File: src/rtl/sdram_port_arbiter.sv
// Arbitrates the SDRAM controller user port between the QSPI read path and the USB write path.
// Define ARB_STATS_EN to add saturating grant/starvation statistics outputs.
//
// state  | meaning
// IDLE   | nothing presented to the controller; grant decision is made here
// CMD_RD | read command held on m_* until the controller accepts it
// CMD_WR | write command held on m_*; may chain back-to-back write beats

module sdram_port_arbiter #(
    parameter int ADDR_W     = 22,
    parameter int DATA_W     = 16,
    parameter int RD_BEATS   = 2,
    parameter int MAX_OUT    = 2,
    parameter int STARVE_MAX = 4,
    parameter int WR_BURST   = 8
) (
    input  logic              clk,
    input  logic              rst_n,
    input  logic              sdram_init_done,
    input  logic [ADDR_W-1:0] rd_addr,
    input  logic              rd_avalid,
    output logic              rd_aready,
    output logic [DATA_W-1:0] rd_data,
    output logic              rd_valid,
    input  logic              rd_ready,
    input  logic [ADDR_W-1:0] wr_addr,
    input  logic [DATA_W-1:0] wr_data,
    input  logic              wr_valid,
    output logic              wr_ready,
    output logic [ADDR_W-1:0] m_addr,
    output logic              m_we,
    output logic [DATA_W-1:0] m_wdata,
    output logic              m_valid,
    input  logic              m_ready,
    input  logic [DATA_W-1:0] m_rdata,
    input  logic              m_rvalid,
    output logic              m_rready
`ifdef ARB_STATS_EN
    ,
    output logic [15:0]       rd_grant_cnt,
    output logic [15:0]       wr_grant_cnt,
    output logic [15:0]       starve_evt_cnt
`endif
);

    localparam int OUT_W = $clog2(MAX_OUT + 1);
    localparam int ST_W  = (STARVE_MAX > 0) ? $clog2(STARVE_MAX + 1) : 1;
    localparam int BU_W  = $clog2(WR_BURST + 1);
    localparam int BT_W  = (RD_BEATS > 1) ? $clog2(RD_BEATS) : 1;

    localparam logic [OUT_W-1:0] OUT_MAX = OUT_W'(MAX_OUT);
    localparam logic [ST_W-1:0]  ST_MAX  = ST_W'(STARVE_MAX);
    localparam logic [BU_W-1:0]  BU_MAX  = BU_W'(WR_BURST);
    localparam logic [BT_W-1:0]  BT_LAST = BT_W'(RD_BEATS - 1);

    typedef enum logic [1:0] {
        IDLE   = 2'd0,
        CMD_RD = 2'd1,
        CMD_WR = 2'd2
    } state_t;

    state_t            state_q, state_d;
    logic [ADDR_W-1:0] m_addr_q, m_addr_d;
    logic [DATA_W-1:0] m_wdata_q, m_wdata_d;
    logic              m_we_q, m_we_d;
    logic              m_valid_q, m_valid_d;
    logic [OUT_W-1:0]  out_cnt_q, out_cnt_d;
    logic [ST_W-1:0]   starve_cnt_q, starve_cnt_d;
    logic [BU_W-1:0]   burst_cnt_q, burst_cnt_d;
    logic [BT_W-1:0]   beat_cnt_q, beat_cnt_d;

    logic rd_ok;
    logic write_force;
    logic grant_rd;
    logic retire;

    assign rd_data  = m_rdata;
    assign rd_valid = m_rvalid;
    assign m_rready = rd_ready;

    assign m_addr  = m_addr_q;
    assign m_we    = m_we_q;
    assign m_wdata = m_wdata_q;
    assign m_valid = m_valid_q;

    assign rd_ok       = rd_avalid && (out_cnt_q < OUT_MAX);
    assign write_force = wr_valid && (starve_cnt_q == ST_MAX);

    always_comb begin
        state_d      = state_q;
        m_addr_d     = m_addr_q;
        m_wdata_d    = m_wdata_q;
        m_we_d       = m_we_q;
        m_valid_d    = m_valid_q;
        starve_cnt_d = starve_cnt_q;
        burst_cnt_d  = burst_cnt_q;
        beat_cnt_d   = beat_cnt_q;
        out_cnt_d    = out_cnt_q;
        rd_aready    = 1'b0;
        wr_ready     = 1'b0;
        grant_rd     = 1'b0;
        retire       = 1'b0;

        // Beats that arrive with nothing outstanding are not attributed to any command.
        if (m_rvalid && rd_ready && (out_cnt_q != '0)) begin
            if (beat_cnt_q == BT_LAST) begin
                beat_cnt_d = '0;
                retire     = 1'b1;
            end else begin
                beat_cnt_d = beat_cnt_q + 1'b1;
            end
        end

        case (state_q)
            IDLE: begin
                if (sdram_init_done) begin
                    if (rd_ok && !write_force) begin
                        rd_aready = 1'b1;
                        grant_rd  = 1'b1;
                        m_addr_d  = rd_addr;
                        m_we_d    = 1'b0;
                        m_valid_d = 1'b1;
                        state_d   = CMD_RD;
                        if (!wr_valid) begin
                            starve_cnt_d = '0;
                        end else if (starve_cnt_q != ST_MAX) begin
                            starve_cnt_d = starve_cnt_q + 1'b1;
                        end
                    end else if (wr_valid) begin
                        wr_ready     = 1'b1;
                        m_addr_d     = wr_addr;
                        m_wdata_d    = wr_data;
                        m_we_d       = 1'b1;
                        m_valid_d    = 1'b1;
                        starve_cnt_d = '0;
                        burst_cnt_d  = BU_W'(1);
                        state_d      = CMD_WR;
                    end
                end
            end
            CMD_RD: begin
                if (m_ready) begin
                    m_valid_d = 1'b0;
                    state_d   = IDLE;
                end
            end
            CMD_WR: begin
                if (m_ready) begin
                    // Chaining is a new grant, so it also respects the init gate.
                    if (sdram_init_done && wr_valid && (burst_cnt_q < BU_MAX) && !rd_ok) begin
                        wr_ready    = 1'b1;
                        m_addr_d    = wr_addr;
                        m_wdata_d   = wr_data;
                        burst_cnt_d = burst_cnt_q + 1'b1;
                    end else begin
                        m_valid_d = 1'b0;
                        state_d   = IDLE;
                    end
                end
            end
            default: begin
                m_valid_d = 1'b0;
                state_d   = IDLE;
            end
        endcase

        if (grant_rd && !retire && (out_cnt_q != OUT_MAX)) begin
            out_cnt_d = out_cnt_q + 1'b1;
        end else if (retire && !grant_rd) begin
            out_cnt_d = out_cnt_q - 1'b1;
        end
    end

    always_ff @(posedge clk or negedge rst_n) begin
        if (!rst_n) begin
            state_q      <= IDLE;
            m_addr_q     <= '0;
            m_wdata_q    <= '0;
            m_we_q       <= 1'b0;
            m_valid_q    <= 1'b0;
            out_cnt_q    <= '0;
            starve_cnt_q <= '0;
            burst_cnt_q  <= '0;
            beat_cnt_q   <= '0;
        end else begin
            state_q      <= state_d;
            m_addr_q     <= m_addr_d;
            m_wdata_q    <= m_wdata_d;
            m_we_q       <= m_we_d;
            m_valid_q    <= m_valid_d;
            out_cnt_q    <= out_cnt_d;
            starve_cnt_q <= starve_cnt_d;
            burst_cnt_q  <= burst_cnt_d;
            beat_cnt_q   <= beat_cnt_d;
        end
    end

`ifdef ARB_STATS_EN
    logic [15:0] rd_grant_cnt_q, rd_grant_cnt_d;
    logic [15:0] wr_grant_cnt_q, wr_grant_cnt_d;
    logic [15:0] starve_evt_cnt_q, starve_evt_cnt_d;

    always_comb begin
        rd_grant_cnt_d   = rd_grant_cnt_q;
        wr_grant_cnt_d   = wr_grant_cnt_q;
        starve_evt_cnt_d = starve_evt_cnt_q;
        if (rd_aready && (rd_grant_cnt_q != 16'hFFFF)) begin
            rd_grant_cnt_d = rd_grant_cnt_q + 16'd1;
        end
        if (wr_ready && (wr_grant_cnt_q != 16'hFFFF)) begin
            wr_grant_cnt_d = wr_grant_cnt_q + 16'd1;
        end
        if ((state_q == IDLE) && wr_ready && write_force && (starve_evt_cnt_q != 16'hFFFF)) begin
            starve_evt_cnt_d = starve_evt_cnt_q + 16'd1;
        end
    end

    always_ff @(posedge clk or negedge rst_n) begin
        if (!rst_n) begin
            rd_grant_cnt_q   <= '0;
            wr_grant_cnt_q   <= '0;
            starve_evt_cnt_q <= '0;
        end else begin
            rd_grant_cnt_q   <= rd_grant_cnt_d;
            wr_grant_cnt_q   <= wr_grant_cnt_d;
            starve_evt_cnt_q <= starve_evt_cnt_d;
        end
    end

    assign rd_grant_cnt   = rd_grant_cnt_q;
    assign wr_grant_cnt   = wr_grant_cnt_q;
    assign starve_evt_cnt = starve_evt_cnt_q;
`endif

endmodule

File: config.mk
export PLATFORM = sky130hd
export DESIGN_NAME = sdram_port_arbiter
export DESIGN_NICKNAME = d
export VERILOG_FILES = /design/src/rtl/sdram_port_arbiter.sv
export SDC_FILE = /design/constraint.sdc
export NUM_CORES = 1
export LEC_CHECK = 0
export ABC_CLOCK_PERIOD_IN_PS = 2900
export CAP_MARGIN = 40
export CORE_MARGIN = 2
export CORE_UTILIZATION = 35
export CTS_CLUSTER_DIAMETER = 120
export DETAILED_ROUTE_END_ITERATION = 8
export GPL_ROUTABILITY_DRIVEN = 1
export PLACE_DENSITY = 0.74
export SYNTH_ARGS = -nofsm -noshare
export SYNTH_HDL_FRONTEND = slang
export SYNTH_SLANG_ARGS = --single-unit
File: constraint.sdc
create_clock -name clk -period 2.9 [get_ports clk]
set_input_delay 0.725 -clock clk [delete_from_list [all_inputs] [get_ports clk]]
set_output_delay 0.725 -clock clk [all_outputs]
set_load 0.01 [all_outputs]
==> results of run 1 <==
what timing repair did:
action                     CTS  global route
setup endpoints to repair    2             2
gates cloned                 0             0
resized for setup            5             3
pin swaps                    2             1
buffers inserted             2             1
worst max path at each step:
stage	startpoint	to	slack [ns]	cells after the start
after floorplan	rd_avalid	wr_ready	0.40	5
after global placement	wr_valid	wr_ready	-0.29	6
after detailed placement	wr_valid	wr_ready	-0.32	6
after global routing	sdram_init_done	wr_ready	0.05	7
after CTS	sdram_init_done	rd_aready	0.02	4
final	sdram_init_done	wr_ready	0.13	7
worst max-delay path: cells and delay by family:
family	cells	cell delay, ns
buffers and inverters	4	0.82
AND/OR/NAND/NOR	3	0.48
logic make-up (layout without fill, tap and decap cells):
logic type,count (synthesis),count (layout),synth area share (%)
adder cells (fa/ha/maj),3,3,1.46
multiplexers,61,61,27.8
AO/OA/AOI/OAI,19,19,5.98
flip-flops,52,52,50.6
AND/OR/NAND/NOR,28,28,6.57
buffers and inverters,27,138,7.25
XOR/XNOR,1,1,0.341
sequential cells by signal, indices dropped and copies added (netlist names):
name,cells
m_wdata,16
out_cnt_q,2
starve_cnt_q,3
burst_cnt_q,4
m_addr,22
m_valid,1
beat_cnt_q,1
m_we,1
state_q,2
per-layer routing:
layer,track usage (%),wire length [um]
met1,17.0,2270
met4,3.59,24
met3,5.03,366
met5,0,0
met2,24.6,2660
cells in the mapped netlist:
master / number / area [um^2]
nand3_1: 3 / 15.0
o21ai_0: 3 / 15.0
nand2b_1: 3 / 18.8
buf_4: 20 / 150
nor2_4: 1 / 11.3
mux2i_1: 1 / 10.0
o211ai_1: 1 / 7.51
nand3b_1: 1 / 7.51
mux2_4: 8 / 120
buf_2: 2 / 10.0
xnor2_1: 1 / 8.76
nand4_1: 1 / 6.26
nor2_1: 3 / 11.3
nand3_2: 1 / 10.0
and3_1: 1 / 6.26
a41oi_1: 2 / 17.5
o31a_1: 1 / 8.76
nor3b_1: 1 / 7.51
a21o_1: 3 / 22.5
dfrtp_1: 52 / 1300
nor4_1: 1 / 6.26
a22o_1: 1 / 8.76
a21oi_1: 3 / 15.0
ha_1: 3 / 37.5
nor2b_2: 1 / 8.76
nor4_4: 1 / 21.3
o221ai_1: 1 / 8.76
clkbuf_1: 1 / 3.75
mux2_2: 52 / 586
a2111oi_4: 1 / 27.5
o21ai_1: 1 / 5.00
buf_6: 1 / 11.3
nor3_1: 1 / 5.00
o21bai_1: 1 / 7.51
nand2_1: 9 / 33.8
inv_1: 3 / 11.3
a32o_1: 1 / 10.0
power by group:
group / switching [mW] / internal (mW)
registers: 0.201 / 1.06
clock network: 0.236 / 0.195
logic: 0.565 / 1.05
cell type report:
| cell class | count | area share [%] |
|---|---|---|
| Clock buffer | 7 | 2.24 |
| Clock inverter | 1 | 0.194 |
| Timing Repair Buffer | 127 | 32.0 |
| Inverter | 3 | 0.292 |
| Tap cell | 99 | 3.21 |
| Sequential cell | 52 | 33.7 |
| Multi-Input combinational cell | 112 | 28.4 |
metrics by stage:
| stage | cells | power (mW) | setup WS, ns | utilization [%] | instance area [um^2] |
|---|---|---|---|---|---|
| floorplan | 191 | 2.08 | 0.404 | - | 2570 |
| global placement | 390 | 2.87 | -0.289 | 52.1 | 3740 |
| detailed placement | 390 | 2.90 | -0.316 | 52.1 | 3740 |
| CTS | 400 | 3.36 | 0.0204 | 53.7 | 3860 |
| global route | 401 | 3.54 | 0.0467 | 53.8 | 3860 |
| finish | 401 | 3.31 | 0.126 | 53.8 | 3860 |
cells in the final DEF (no fill, tap or decap), types with 2 or more instances in the layout:
master,n
clkbuf_8,6
o21ai_0,3
dfrtp_1,52
nand3_1,3
mux2_2,52
ha_1,3
a21oi_1,3
inv_1,3
clkdlybuf4s50_1,107
nand2_1,8
nor2_1,3
nand2b_1,3
a41oi_1,2
mux2_4,8
a21o_1,3
buf_4,15
==> reports/metrics.yaml, run 1 <==
whs_ns: 0.483
worstHoldPathType: "reg -> reg"
dr.pass1.iters: 4
ant_nets: 0
finalCritPeriodShare_pct: 95.6
cts_inserted_buffers: 5
syn_avg_cell_area_um2: 13.5
critical_path_class: "in -> out"
clk_pin_slew_worst_paths_ns: 0.09
antenna_cells: 0
synthToLayoutAreaGrowth_pct: 50.1
synth_cell_type_count: 37
drcViolationCount: 0
seq_area_frac_synth_pct: 50.6
cts-hold-fix-buffers: 0
p_leak_nw: 1.65
die_h_um: 89.7
core_mm2: 0.00718
via_per_inst: 4.66
synthCells: 191
layout-drive-gt1-share_pct: 30.5
finalSetupTns_ns: 0
maxCapViolations: 0
dieArea_mm2: 0.00805
setup.worst_path.end_class: "output pin"
drt-initial-drc-count: 31
drt_wl_total_mm: 5.32
synth.cell_area_mm2: 0.00257
grt_util_all_layers_pct: 14.2
slew_violations: 0
h-tree-depth: 2
cp_data_required_time_ns: 2.17
cts-root-buf: "clkbuf_8"
slowest_delay_ns: 0.49
fmax_ghz: 0.361
ys_warn_count: 0
slowest_stage: "clkdlybuf4s50_1"
syn_nets: 278
path_max_fanout: 2
tightestPinTransition_ns: 0.646
cts_max_path_buffers: 2
r2r_end: "m_addr[8]"
power.density_mw_per_mm2: 856
fill_cells: 611
synth_seq_cells: 52
relSlewSlack_pct: 56.9
ir_drop_uv: 437
cts.sinks: 52
die_w_um: 89.7
rsz0062_at_grt: "no"
vias: 1868
tritoncts: "done"
status: "finished clean"
grt_overflow: 0
start_util_pct: 35.9
critPathLaunchType: "input pin"
rr_worst_depth: 7
grt_start_max_net_pins: 53
whs_path_depth: 1
fin_nets: 388
r2r_slack_ns: 0.80
ios: 144
avgRoutedWirePerCell_um: 13.3
grt_pass1_wl_mm: 9.65
rows: 31
antenna_found_initial: 0
grt_pass1_vias: 2014
crit_chain: "clkdlybuf4s50_1 > nand2_2 > buf_4 > nor4_4 > nor2_4 > inv_1 > clkbuf_2"
finalSetupViolations: 0
numPortBuffers: 111
regArea_mm2: 0.00130
layout_min_cycle_time_ns: 2.77
r2r-start: "state_q[0]"
skew_ns: 0.00544
hold-path-endpoint: "burst_cnt_q[2]"
worst_skew_pair.late_latency_ns: 0.30
dp_hpwl_mm: 3.91
min_from: "burst_cnt_q[2]"
hold_viol: 0
multi_input_area_mm2: 0.00110
gp_congestion: 0.808
cp.arrival_ns: 2.05
No activity file was read; power rests on OpenSTA's default activity.
==> run 2: changes to the inputs <==
--- a/config.mk
+++ b/config.mk
@@ -9,7 +9,6 @@
 export CAP_MARGIN = 40
 export CORE_MARGIN = 2
 export CORE_UTILIZATION = 35
-export CTS_CLUSTER_DIAMETER = 120
 export DETAILED_ROUTE_END_ITERATION = 8
 export GPL_ROUTABILITY_DRIVEN = 1
 export PLACE_DENSITY = 0.74
==> results of run 2 <==
No change in the layout: final DEF, timing and power equal those of run 1.
